### config.mk
export PLATFORM = sky130hd
export DESIGN_NAME = seq_alu_flat
export DESIGN_NICKNAME = d
export VERILOG_FILES = /design/src/rtl/seq_alu_if.sv /design/src/rtl/seq_alu.sv /design/src/flat_wrapper.sv
export SDC_FILE = /design/constraint.sdc
export NUM_CORES = 2
export LEC_CHECK = 0
export ABC_AREA = 0
export BUFFER_PORTS_ARGS = -buffer_cell sky130_fd_sc_hd__buf_4
export CAP_MARGIN = 20
export CORE_UTILIZATION = 40
export CTS_BUF_LIST = sky130_fd_sc_hd__clkbuf_4
export CTS_CLUSTER_SIZE = 10
export DETAILED_ROUTE_END_ITERATION = 10
export SYNTH_ARGS = -nofsm -noshare
export SYNTH_HDL_FRONTEND = slang
export SYNTH_SLANG_ARGS = --single-unit
### constraint.sdc
create_clock -name clock -period 8.35 [get_ports clock]
set_clock_uncertainty 0.1 [all_clocks]
set_input_delay 0.835 -clock clock [delete_from_list [all_inputs] [get_ports clock]]
set_output_delay 0.835 -clock clock [all_outputs]
set_load 0.05 [all_outputs]
### src/rtl/seq_alu_if.sv
// seq_alu_if: request/response bundle between the control unit and seq_alu.
// The master (control unit) drives start/opcode/operands and watches busy/done.
interface seq_alu_if #(
    parameter int DATA_WIDTH = 32,
    parameter int SEL_WIDTH  = 16
);
    logic                  start;
    logic [SEL_WIDTH-1:0]  ALU_Sel;
    logic [DATA_WIDTH-1:0] A;
    logic [DATA_WIDTH-1:0] B;
    logic                  busy;
    logic                  done;
    logic [DATA_WIDTH-1:0] ZHigh;
    logic [DATA_WIDTH-1:0] ZLow;
    logic                  carry;
    logic                  div_zero;

    modport master (
        output start, ALU_Sel, A, B,
        input  busy, done, ZHigh, ZLow, carry, div_zero
    );

    modport slave (
        input  start, ALU_Sel, A, B,
        output busy, done, ZHigh, ZLow, carry, div_zero
    );
endinterface

### src/rtl/seq_alu.sv
// seq_alu: registered multi-cycle ALU. Single-cycle ops finish on the start
// edge; MUL is iterative Booth, DIV is iterative non-restoring plus a fix-up.
// Build option: define SEQ_ALU_MUL_RADIX4_EN for radix-4 Booth (W/2 steps).
module seq_alu #(
    parameter int DATA_WIDTH = 32,
    parameter int SEL_WIDTH  = 16
) (
    input  logic        clock,
    input  logic        clear_n,
    seq_alu_if.slave    bus
);
    localparam int W  = DATA_WIDTH;
    localparam int SW = $clog2(W);
`ifdef SEQ_ALU_MUL_RADIX4_EN
    localparam int MSTEPS = W / 2;
`else
    localparam int MSTEPS = W;
`endif

    typedef enum logic [1:0] {IDLE, MUL, DIV, DIV_FIX} state_t;

    state_t          state_q;
    logic [SW-1:0]   cnt_q;
    logic            done_q, carry_q, dz_q;
    logic [W-1:0]    zhi_q, zlo_q;
    // Booth state: {hi, lo, q-1}; hi carries two guard bits for the 2M multiple
    logic [W+1:0]    mhi_q;
    logic [W-1:0]    mlo_q, mcand_q;
    logic            mq_q;
    // Divider state: signed partial remainder, quotient/dividend shifter, |divisor|
    logic [W+1:0]    rem_q;
    logic [W-1:0]    quo_q, dvs_q;
    logic            negq_q, negr_q;

    logic [SW-1:0]   amt;
    logic [2*W-1:0]  rolx, rorx;
    logic [W-1:0]    a_mag, b_mag;
    logic [W-1:0]    alu_hi, alu_lo;
    logic            alu_c, alu_dz;
    logic [W:0]      sum;

    assign amt   = bus.B[SW-1:0];
    assign rolx  = {bus.A, bus.A} << amt;
    assign rorx  = {bus.A, bus.A} >> amt;
    assign a_mag = bus.A[W-1] ? -bus.A : bus.A;
    assign b_mag = bus.B[W-1] ? -bus.B : bus.B;

    // Single-cycle result, including divide-by-zero and invalid opcodes
    always_comb begin
        alu_hi = '0;
        alu_lo = '0;
        alu_c  = 1'b0;
        alu_dz = 1'b0;
        sum    = '0;
        case (bus.ALU_Sel)
            SEL_WIDTH'(1):  alu_lo = bus.A & bus.B;
            SEL_WIDTH'(2):  alu_lo = bus.A | bus.B;
            SEL_WIDTH'(3):  alu_lo = ~bus.B;
            SEL_WIDTH'(4):  alu_lo = bus.A ^ bus.B;
            SEL_WIDTH'(5):  alu_lo = ~(bus.A | bus.B);
            SEL_WIDTH'(6):  alu_lo = -bus.B;
            SEL_WIDTH'(7):  alu_lo = rolx[2*W-1:W];
            SEL_WIDTH'(8):  alu_lo = rorx[W-1:0];
            SEL_WIDTH'(9):  alu_lo = bus.A << amt;
            SEL_WIDTH'(10): alu_lo = bus.A >> amt;
            SEL_WIDTH'(11): alu_lo = $signed(bus.A) >>> amt;
            SEL_WIDTH'(12): begin
                sum    = {1'b0, bus.A} + {1'b0, bus.B};
                alu_lo = sum[W-1:0];
                alu_c  = sum[W];
            end
            SEL_WIDTH'(13): begin
                sum    = {1'b0, bus.A} + {1'b0, ~bus.B} + (W+1)'(1);
                alu_lo = sum[W-1:0];
                alu_c  = sum[W];
            end
            SEL_WIDTH'(15): begin
                // only reaches the output path when the divisor is zero
                alu_lo = '1;
                alu_hi = bus.A;
                alu_dz = 1'b1;
            end
            default: ;
        endcase
    end

    logic [W+1:0] m_hi, m_ext, m_add, mul_hi_d;
    logic [W-1:0] m_lo, mul_lo_d;
    logic         m_q, mul_q_d;

    // One Booth step; from IDLE the first step is applied to the port operands
    always_comb begin
        m_hi  = (state_q == IDLE) ? '0 : mhi_q;
        m_lo  = (state_q == IDLE) ? bus.B : mlo_q;
        m_q   = (state_q == IDLE) ? 1'b0 : mq_q;
        m_ext = (state_q == IDLE) ? {{2{bus.A[W-1]}}, bus.A} : {{2{mcand_q[W-1]}}, mcand_q};
`ifdef SEQ_ALU_MUL_RADIX4_EN
        case ({m_lo[1:0], m_q})
            3'b001, 3'b010: m_add = m_hi + m_ext;
            3'b011:         m_add = m_hi + (m_ext << 1);
            3'b100:         m_add = m_hi - (m_ext << 1);
            3'b101, 3'b110: m_add = m_hi - m_ext;
            default:        m_add = m_hi;
        endcase
        mul_q_d  = m_lo[1];
        mul_lo_d = {m_add[1:0], m_lo[W-1:2]};
        mul_hi_d = {{2{m_add[W+1]}}, m_add[W+1:2]};
`else
        case ({m_lo[0], m_q})
            2'b01:   m_add = m_hi + m_ext;
            2'b10:   m_add = m_hi - m_ext;
            default: m_add = m_hi;
        endcase
        mul_q_d  = m_lo[0];
        mul_lo_d = {m_add[0], m_lo[W-1:1]};
        mul_hi_d = {m_add[W+1], m_add[W+1:1]};
`endif
    end

    logic [W+1:0] d_r, d_sh, d_div, rem_d, r_fix;
    logic [W-1:0] d_q, quo_d, r_mag;

    // One non-restoring step on magnitudes, plus the final remainder correction
    always_comb begin
        d_r   = (state_q == IDLE) ? '0 : rem_q;
        d_q   = (state_q == IDLE) ? a_mag : quo_q;
        d_div = (state_q == IDLE) ? {2'b00, b_mag} : {2'b00, dvs_q};
        d_sh  = {d_r[W:0], d_q[W-1]};
        rem_d = d_r[W+1] ? d_sh + d_div : d_sh - d_div;
        quo_d = {d_q[W-2:0], ~rem_d[W+1]};
        r_fix = rem_q[W+1] ? rem_q + {2'b00, dvs_q} : rem_q;
        r_mag = r_fix[W-1:0];
    end

    assign bus.busy     = (state_q != IDLE);
    assign bus.done     = done_q;
    assign bus.ZHigh    = zhi_q;
    assign bus.ZLow     = zlo_q;
    assign bus.carry    = carry_q;
    assign bus.div_zero = dz_q;

    // Control FSM with registered result/flag outputs
    always_ff @(posedge clock or negedge clear_n) begin
        if (!clear_n) begin
            state_q <= IDLE;
            cnt_q   <= '0;
            done_q  <= 1'b0;
            carry_q <= 1'b0;
            dz_q    <= 1'b0;
            zhi_q   <= '0;
            zlo_q   <= '0;
            mhi_q   <= '0;
            mlo_q   <= '0;
            mq_q    <= 1'b0;
            mcand_q <= '0;
            rem_q   <= '0;
            quo_q   <= '0;
            dvs_q   <= '0;
            negq_q  <= 1'b0;
            negr_q  <= 1'b0;
        end else begin
            done_q <= 1'b0;
            case (state_q)
                IDLE: if (bus.start) begin
                    if (bus.ALU_Sel == SEL_WIDTH'(14)) begin
                        state_q <= MUL;
                        cnt_q   <= SW'(1);
                        mcand_q <= bus.A;
                        mhi_q   <= mul_hi_d;
                        mlo_q   <= mul_lo_d;
                        mq_q    <= mul_q_d;
                    end else if (bus.ALU_Sel == SEL_WIDTH'(15) && bus.B != '0) begin
                        state_q <= DIV;
                        cnt_q   <= SW'(1);
                        dvs_q   <= b_mag;
                        negq_q  <= bus.A[W-1] ^ bus.B[W-1];
                        negr_q  <= bus.A[W-1];
                        rem_q   <= rem_d;
                        quo_q   <= quo_d;
                    end else begin
                        zhi_q   <= alu_hi;
                        zlo_q   <= alu_lo;
                        carry_q <= alu_c;
                        dz_q    <= alu_dz;
                        done_q  <= 1'b1;
                    end
                end
                MUL: begin
                    mhi_q <= mul_hi_d;
                    mlo_q <= mul_lo_d;
                    mq_q  <= mul_q_d;
                    if (cnt_q == SW'(MSTEPS - 1)) begin
                        state_q <= IDLE;
                        zhi_q   <= mul_hi_d[W-1:0];
                        zlo_q   <= mul_lo_d;
                        carry_q <= 1'b0;
                        dz_q    <= 1'b0;
                        done_q  <= 1'b1;
                    end else begin
                        cnt_q <= cnt_q + SW'(1);
                    end
                end
                DIV: begin
                    rem_q <= rem_d;
                    quo_q <= quo_d;
                    if (cnt_q == SW'(W - 1)) state_q <= DIV_FIX;
                    else                     cnt_q   <= cnt_q + SW'(1);
                end
                DIV_FIX: begin
                    state_q <= IDLE;
                    zlo_q   <= negq_q ? -quo_q : quo_q;
                    zhi_q   <= negr_q ? -r_mag : r_mag;
                    carry_q <= 1'b0;
                    dz_q    <= 1'b0;
                    done_q  <= 1'b1;
                end
                default: state_q <= IDLE;
            endcase
        end
    end
endmodule

### src/flat_wrapper.sv
// flat-port wrapper written by rule: the top's interface ports become plain ports
module seq_alu_flat 
#(
    parameter int DATA_WIDTH = 32,
    parameter int SEL_WIDTH  = 16
)
  (clock, clear_n, bus_start, bus_ALU_Sel, bus_A, bus_B, bus_busy, bus_done, bus_ZHigh, bus_ZLow, bus_carry, bus_div_zero);
  seq_alu_if #(.DATA_WIDTH(DATA_WIDTH), .SEL_WIDTH(SEL_WIDTH)) bus_i ();
  input  logic clock;
  input  logic clear_n;
  input wire logic [$bits(bus_i.start)-1:0] bus_start;
  input wire logic [$bits(bus_i.ALU_Sel)-1:0] bus_ALU_Sel;
  input wire logic [$bits(bus_i.A)-1:0] bus_A;
  input wire logic [$bits(bus_i.B)-1:0] bus_B;
  output wire logic [$bits(bus_i.busy)-1:0] bus_busy;
  output wire logic [$bits(bus_i.done)-1:0] bus_done;
  output wire logic [$bits(bus_i.ZHigh)-1:0] bus_ZHigh;
  output wire logic [$bits(bus_i.ZLow)-1:0] bus_ZLow;
  output wire logic [$bits(bus_i.carry)-1:0] bus_carry;
  output wire logic [$bits(bus_i.div_zero)-1:0] bus_div_zero;
  assign bus_i.start = bus_start;
  assign bus_i.ALU_Sel = bus_ALU_Sel;
  assign bus_i.A = bus_A;
  assign bus_i.B = bus_B;
  assign bus_busy = bus_i.busy;
  assign bus_done = bus_i.done;
  assign bus_ZHigh = bus_i.ZHigh;
  assign bus_ZLow = bus_i.ZLow;
  assign bus_carry = bus_i.carry;
  assign bus_div_zero = bus_i.div_zero;
  seq_alu #(.DATA_WIDTH(DATA_WIDTH), .SEL_WIDTH(SEL_WIDTH)) u_core (.clock(clock), .clear_n(clear_n), .bus(bus_i));
endmodule
---- Yosys cells after proc, flatten, opt, wreduce, memory -nomap -nowiden ----
Index checks and enable logic that the tools add are counted.
storage, ports and cells
  flip-flop bits (word level) ............. 273
  bits of input ports ..................... 83
  output and inout bits ................... 68
  logic and storage cells ................. 158
operators by class
  add/subtract/negate cells ............... 13
  equal/unequal tests ..................... 30
  shift-type cells ........................ 5
  muxes and demuxes ....................... 70
  bitwise gates (word level) .............. 8
  reductions and logical operators ........ 16
operators with widths
  operator                                                                count
  32-bit 2-to-1 mux                                                       22
  32-bit case mux with 14 select lines                                    1
  34-bit 2-to-1 mux                                                       9
  34-bit case mux with 2 select lines                                     3
  32-bit case mux with 3 select lines                                     2
  16-bit by 4-bit equality test with 1-bit output, second input constant  8
  32-bit negation                                                         4
  32-bit case mux with 2 select lines                                     2
  34-bit adder                                                            2
  34-bit subtractor                                                       2
  32-bit by 32-bit adder with 33-bit output                               2
  16-bit by 3-bit equality test with 1-bit output, second input constant  4
  32-bit NOT                                                              2
  64-bit by 5-bit left shift with 64-bit output                           1
  64-bit by 5-bit right shift with 32-bit output                          1
  33-bit by 1-bit adder with 33-bit output, second input constant         1
  32-bit adder                                                            1
  32-bit AND                                                              1
  16-bit by 2-bit equality test with 1-bit output, second input constant  2
  32-bit OR                                                               1
  32-bit nonzero test                                                     1
  32-bit by 5-bit left shift with 32-bit output                           1
  32-bit by 5-bit right shift with 32-bit output                          1
  32-bit by 5-bit >>> shifter with 32-bit output                          1
  other kinds (26)                                                        67

---- Depth between registers and ports, before layout ----
  depth in word-level cells ............... 10
  mapped depth ............................ 34
  mapped depth without buffers ............ 26

---- Worst setup path after synthesis ----
No wires, ideal clock.
  path type ............................... reg2reg
  from .................................... register u_core.state_q[0]
  to ...................................... register u_core.mhi_q[32]
  library setup time ...................... 0.080 ns
  data arrival time ....................... 7.104 ns
  data required time ...................... 8.170 ns
  path slack .............................. 1.066 ns
  stages on the path, launching flop included .. 34
  buffers on the path ..................... 9
  period minus slack after synthesis ...... 7.284 ns
  cells stage by stage .................... dfrtp_1 -> inv_1 -> ha_1 -> buf_2 -> buf_2 -> buf_2 -> buf_2 -> buf_2 -> buf_2 -> buf_2 -> buf_1 -> clkbuf_1 -> mux2i_1 -> ha_1 -> o21a_1 -> o21ai_0 -> nor4_1 -> and2_1 -> nor2b_1 -> nor2b_1 -> a21oi_1 -> xor2_1 -> ha_1 -> and4_1 -> and4_1 -> and2_1 -> a22o_1 -> o31a_1 -> a31o_2 -> or4_1 -> a31oi_1 -> xnor2_1 -> nor3_1 -> xnor2_1
between the ends
  cells in the longest elaborated chain, start to end .. 7
  elaborated cells between the ends (all ways) .. 18
  those cells by class .................... add/sub: 2; eq/ne: 5; mux: 8; reduce/logical: 3
RTL lines
  what                                       RTL line        source
  start, declared                            seq_alu.sv:22   state_t state_q;
  start signal, assigned                     seq_alu.sv:145  state_q <= IDLE;
  start signal, assigned                     seq_alu.sv:166  state_q <= MUL;
  start signal, assigned                     seq_alu.sv:173  state_q <= DIV;
  2-bit zero test                            --
  34-bit 2-to-1 mux (tied with other cells)  seq_alu.sv:93   m_hi = (state_q == IDLE) ? '0 : mhi_q;
  34-bit subtractor (tied with other cells)  seq_alu.sv:111  2'b10: m_add = m_hi - m_ext;
  34-bit case mux with 2 select lines        seq_alu.sv:109  case ({m_lo[0], m_q})
  34-bit 2-to-1 mux                          seq_alu.sv:165  if (bus.ALU_Sel == SEL_WIDTH'(14)) begin
  34-bit 2-to-1 mux                          seq_alu.sv:164  IDLE: if (bus.start) begin
  34-bit case mux with 2 select lines        seq_alu.sv:163  case (state_q)
  end signal, assigned                       seq_alu.sv:169  mhi_q <= mul_hi_d;
  end signal, assigned                       seq_alu.sv:189  mhi_q <= mul_hi_d;
  end, declared                              seq_alu.sv:27   logic [W+1:0] mhi_q;
Parallel ways exist; a longest one is shown, timed or not. The select of a mux whose other input is x is not followed.
A chain may end at the register's enable or synchronous reset.

---- Worst setup path after layout ----
  from .................................... register u_core.state_q[0]
  to ...................................... register u_core.zhi_q[29], in the netlist u_core.bus.ZHigh[29]
between the ends
  cells in the longest elaborated chain, start to end .. 6
  elaborated cells between the ends (all ways) .. 20
  those cells by class .................... add/sub: 2; eq/ne: 8; mux: 7; reduce/logical: 3
RTL lines
  what                                       RTL line        source
  2-bit zero test                            --
  34-bit 2-to-1 mux (tied with other cells)  seq_alu.sv:93
  34-bit subtractor (tied with other cells)  seq_alu.sv:111
  34-bit case mux with 2 select lines        seq_alu.sv:109
  32-bit 2-to-1 mux                          seq_alu.sv:192  if (cnt_q == SW'(MSTEPS - 1)) begin
  32-bit case mux with 3 select lines        seq_alu.sv:163
  end signal, assigned                       seq_alu.sv:181  zhi_q <= alu_hi;
  end signal, assigned                       seq_alu.sv:194  zhi_q <= mul_hi_d[W-1:0];
  end signal, assigned                       seq_alu.sv:212  zhi_q <= negr_q ? -r_mag : r_mag;
  end, declared                              seq_alu.sv:25   logic [W-1:0] zhi_q, zlo_q;
Parallel ways exist; a longest one is shown, timed or not. The select of a mux whose other input is x is not followed.

==> out/qor.csv <==
stage;metric;value;unit
final_layout;area of the multi-input gates;0.0258;mm2
pwr;Sw Pwr;8.66;mW
sta;f_max;149;MHz
placement;Inst Count DP;5685;
sta;fin crit share;80.4;%
pwr;peak supply drop;280;uV
setup_path;FF-to-FF path depth;22;
final_layout;Final Cell Area;0.0375;mm2
clock_network;Worst-Skew Late Latency;0.94;ns
synth;synthesized cell area;0.0344;mm2
flow_run;MaxCap Viol Count;0;
placement;hpwl dp;135;mm
drt;DRT Pass-1 Iters;6;
setup_path;CP Data Required Time;8.97;ns
global_route;vias in the first global route;35200;
global_route;largest net degree at the start of global routing;157;
clock_network;H-tree Lvls;3;
setup_path;CP Capture Point;u_core.bus.ZHigh[29];
final_layout;Layout area overhead;8.84;%
sta;RSZ-0062 raised after global routing;false;
setup_path;CP startpoint;u_core.state_q[0];
sta;Rel. slew slack;12.5;%
min_path;Worst Hold Class;in -> reg;
setup_path;crit path kind;reg -> reg;
drt;via count;38400;
final_layout;fill cell count;8893;
clock_network;CTS max path bufs;3;
clock_network;CTS Sinks;272;
pwr;Switching Fraction;56.5;%
setup_path;crit start category;register;
synth;Syn Nets;4954;
placement;Port Buffer Count;150;
synth;Syn Inst Count;4658;
drt;drt initial violations;5164;
pwr;clock share of power;9.1;%
synth;ys async rst share;100;%
floorplan;placement row count;107;
global_route;gr busiest metal;met2;
sta;max-slew violations;0;
setup_path;setup slack, reg-to-reg;1.64;ns
floorplan;die height;295;um
clock_network;CTS Buf Count;84;
final_layout;Non-Filler Instances;5850;
placement;Placer Congestion;1.10;
drt;drt total wl;176;mm
drt;Via density;6.56;
floorplan;placeable core area;0.0853;mm2
synth;register area share after synthesis;19.8;%
final_layout;commonest non-fill, non-tap cell in the layout;nor2_1;
setup_path;Max FO, Critical Path;40;
placement;Cell Area, Placed;0.0364;mm2
synth;Yosys cell types;103;
drt;antenna-violating nets left;0;
global_route;initial antenna violation count;16;
global_route;gr ovfl total;0;
final_layout;Seq. cell area;0.00681;mm2
pwr;Int Pwr;6.68;mW
setup_path;crit end category;register;
setup_path;crit path DAT;7.33;ns
floorplan;starting density of the core;40.4;%
synth;Yosys warning count;0;
synth;FF+latch count, synth;272;
pwr;leakage power;15.5;nW
clock_network;CTS root buffer;clkbuf_4;
synth;EDFF count, synth;0;
floorplan;die area;0.0873;mm2
synth;top_reg_cell synth;dfrtp_1;
sta;post-layout min period;6.71;ns
global_route;met1 Use GR;51.0;%
global_route;met3 GRT Util;9.62;%
sta;Worst-Margin Slew;1.30;ns
pwr;PwrDens;409;mW/mm2
run_status;status;finished clean;
setup_path;r2r startpoint;u_core.state_q[0];
synth;Synth Area per Inst;7.39;um2
clock_network;Worst-path clk slew;0.07;ns
floorplan;Top Ports;151;
drt;number of remaining DRC errors;0;
sta;Setup TNS Final;0;ns
clock_network;Post-CTS Resized;0;
floorplan;Die X;295;um
final_layout;Nets;4927;
global_route;All-Layer GR Usage;39.5;%
global_route;first-pass GRT wire length;251;mm
setup_path;R2R Path End;u_core.bus.ZHigh[29];
sta;final setup violation count;0;
final_layout;most frequent cells in the layout;nor2_1 (590), nand2_1 (450), a21oi_1 (398);
pwr;Power, Total;15.3;mW
clock_network;CTS tree;built;
sta;final hold viol count;0;
pwr;sequential share of power;15.1;%
final_layout;share of post-route cells with drive strength above 1;11.4;%
drt;Routed WL per cell;30.1;um
pwr;Comb pwr share;75.8;%
global_route;met2 GRT Util;57.2;%
==> layer usage <==
layer  up-vias  part of all wire [%]  wire, um
met5         -                 0.030        53
met4         8                   8.0     14200
met3       504                    10     18200
met2      2381                    41     72800
met1     18400                    40     70700
li1      17100                     -         -
==> state kept, by name, summed over array words and instances, names as in the netlist, 32 cells and up <==
signal / flops
u_core.dvs_q: 32
u_core.quo_q: 32
u_core.mhi_q: 33
u_core.bus.ZLow: 32
u_core.mcand_q: 32
u_core.bus.ZHigh: 32
u_core.mlo_q: 32
u_core.rem_q: 34
==> cell usage after synthesis (43+ instances only) <==
cell	count	area share [%]
or3_1	44	0.80
a21oi_1	399	5.8
nand4_1	55	1.0
a211oi_1	49	1.1
nor3_1	116	1.7
ha_1	208	7.6
a31oi_1	66	1.2
mux2i_1	147	4.3
nand3_1	85	1.2
nor2b_1	109	2.0
xnor2_1	174	4.4
inv_1	136	1.5
nand2_1	450	4.9
nor2_1	592	6.5
o21ai_0	378	5.5
dfrtp_1	272	20
clkbuf_1	270	2.9
a221oi_1	43	1.1
a21o_1	77	1.7
xor2_1	95	2.4
mux4_2	58	3.8
==> cells by family (layout without fill, tap and decap cells) <==
logic type	Yosys count	count (layout)	synth area share, %
buffers and inverters	490	525	5.58
and+or+nand+nor	1667	1667	22.6
DFF	272	272	19.8
AOI/OAI and AO/OA	1512	1512	28.3
other	0	13	0
adders and majority gates	213	213	7.85
muxes	235	235	9.06
xor gates and xnor gates	269	269	6.84
==> through the flow <==
| stage | worst slack, ns | hold WS [ns] | utilization [%] |
|---|---|---|---|
| after global routing | 1.14 | 0.316 | 43.9 |
| after floorplan | 1.07 | 0.331 | - |
| final | 1.64 | 0.284 | 43.9 |
| after detailed placement | 1.54 | 0.358 | 42.6 |
| after CTS | 1.75 | 0.226 | 43.9 |
| after global placement | 1.62 | 0.354 | 42.6 |
==> critical path: stages, from the launching register on <==
cell and delay [ns]:
dfrtp_1 0.41, inv_1 0.15, ha_4 0.52, or3b_2 0.49
a21oi_1 0.23, nand2_1 0.16, nor4_1 0.55, nor2b_1 0.28
and3_1 0.22, nor2_1 0.06, xor2_1 0.19, ha_1 0.39
and4_1 0.27, and2_1 0.18, a32o_1 0.25, a31o_2 0.25
a311oi_1 0.54, nor3_1 0.10, nor2_1 0.15, xnor2_1 0.11
a21oi_1 0.26, or4b_1 0.46, o2111a_1 0.15
==> power groups by stage <==
stage / clock (mW) / combinational (mW) / sequential [mW]
6_report: 1.39 / 11.6 / 2.31
5_1_grt: 1.48 / 12.6 / 2.36
4_1_cts: 1.41 / 11.4 / 2.29
3_5_place_dp: 0 / 11.3 / 2.31
3_3_place_gp: 0 / 11.3 / 2.30
2_1_floorplan: 0 / 7.88 / 2.57
==> worst min path at each step <==
| stage | startpoint | to | cells after the start |
|---|---|---|---|
| 2_1_floorplan | u_core.mhi_q[1] | u_core.mhi_q[1] | 2 |
| 3_3_place_gp | u_core.bus.div_zero | u_core.bus.div_zero | 2 |
| 3_5_place_dp | u_core.bus.div_zero | u_core.bus.div_zero | 2 |
| 4_1_cts | bus_A[0] | u_core.quo_q[1] | 3 |
| 5_1_grt | bus_B[29] | u_core.mlo_q[28] | 3 |
| 6_report | bus_A[0] | u_core.quo_q[1] | 3 |
==> timing repair <==
| action | 4_1_cts | 5_1_grt |
|---|---|---|
| endpoints found under the setup margin | 0 | 0 |
| hold buffers | 1 | 0 |
| hold endpoints to repair | 54 | 0 |
| setup buffers | 0 | 0 |
==> final cells by class <==
| class | count | area share (%) |
|---|---|---|
| Antenna cell | 13 | 0.0868 |
| Clock buffer | 116 | 2.32 |
| Clock inverter | 32 | 0.477 |
| Inverter | 146 | 1.46 |
| Multi-Input combinational cell | 3896 | 68.9 |
| Sequential cell | 272 | 18.2 |
| Tap cell | 1144 | 3.82 |
| Timing Repair Buffer | 231 | 4.73 |
Power figures use the tool's default switching activity.
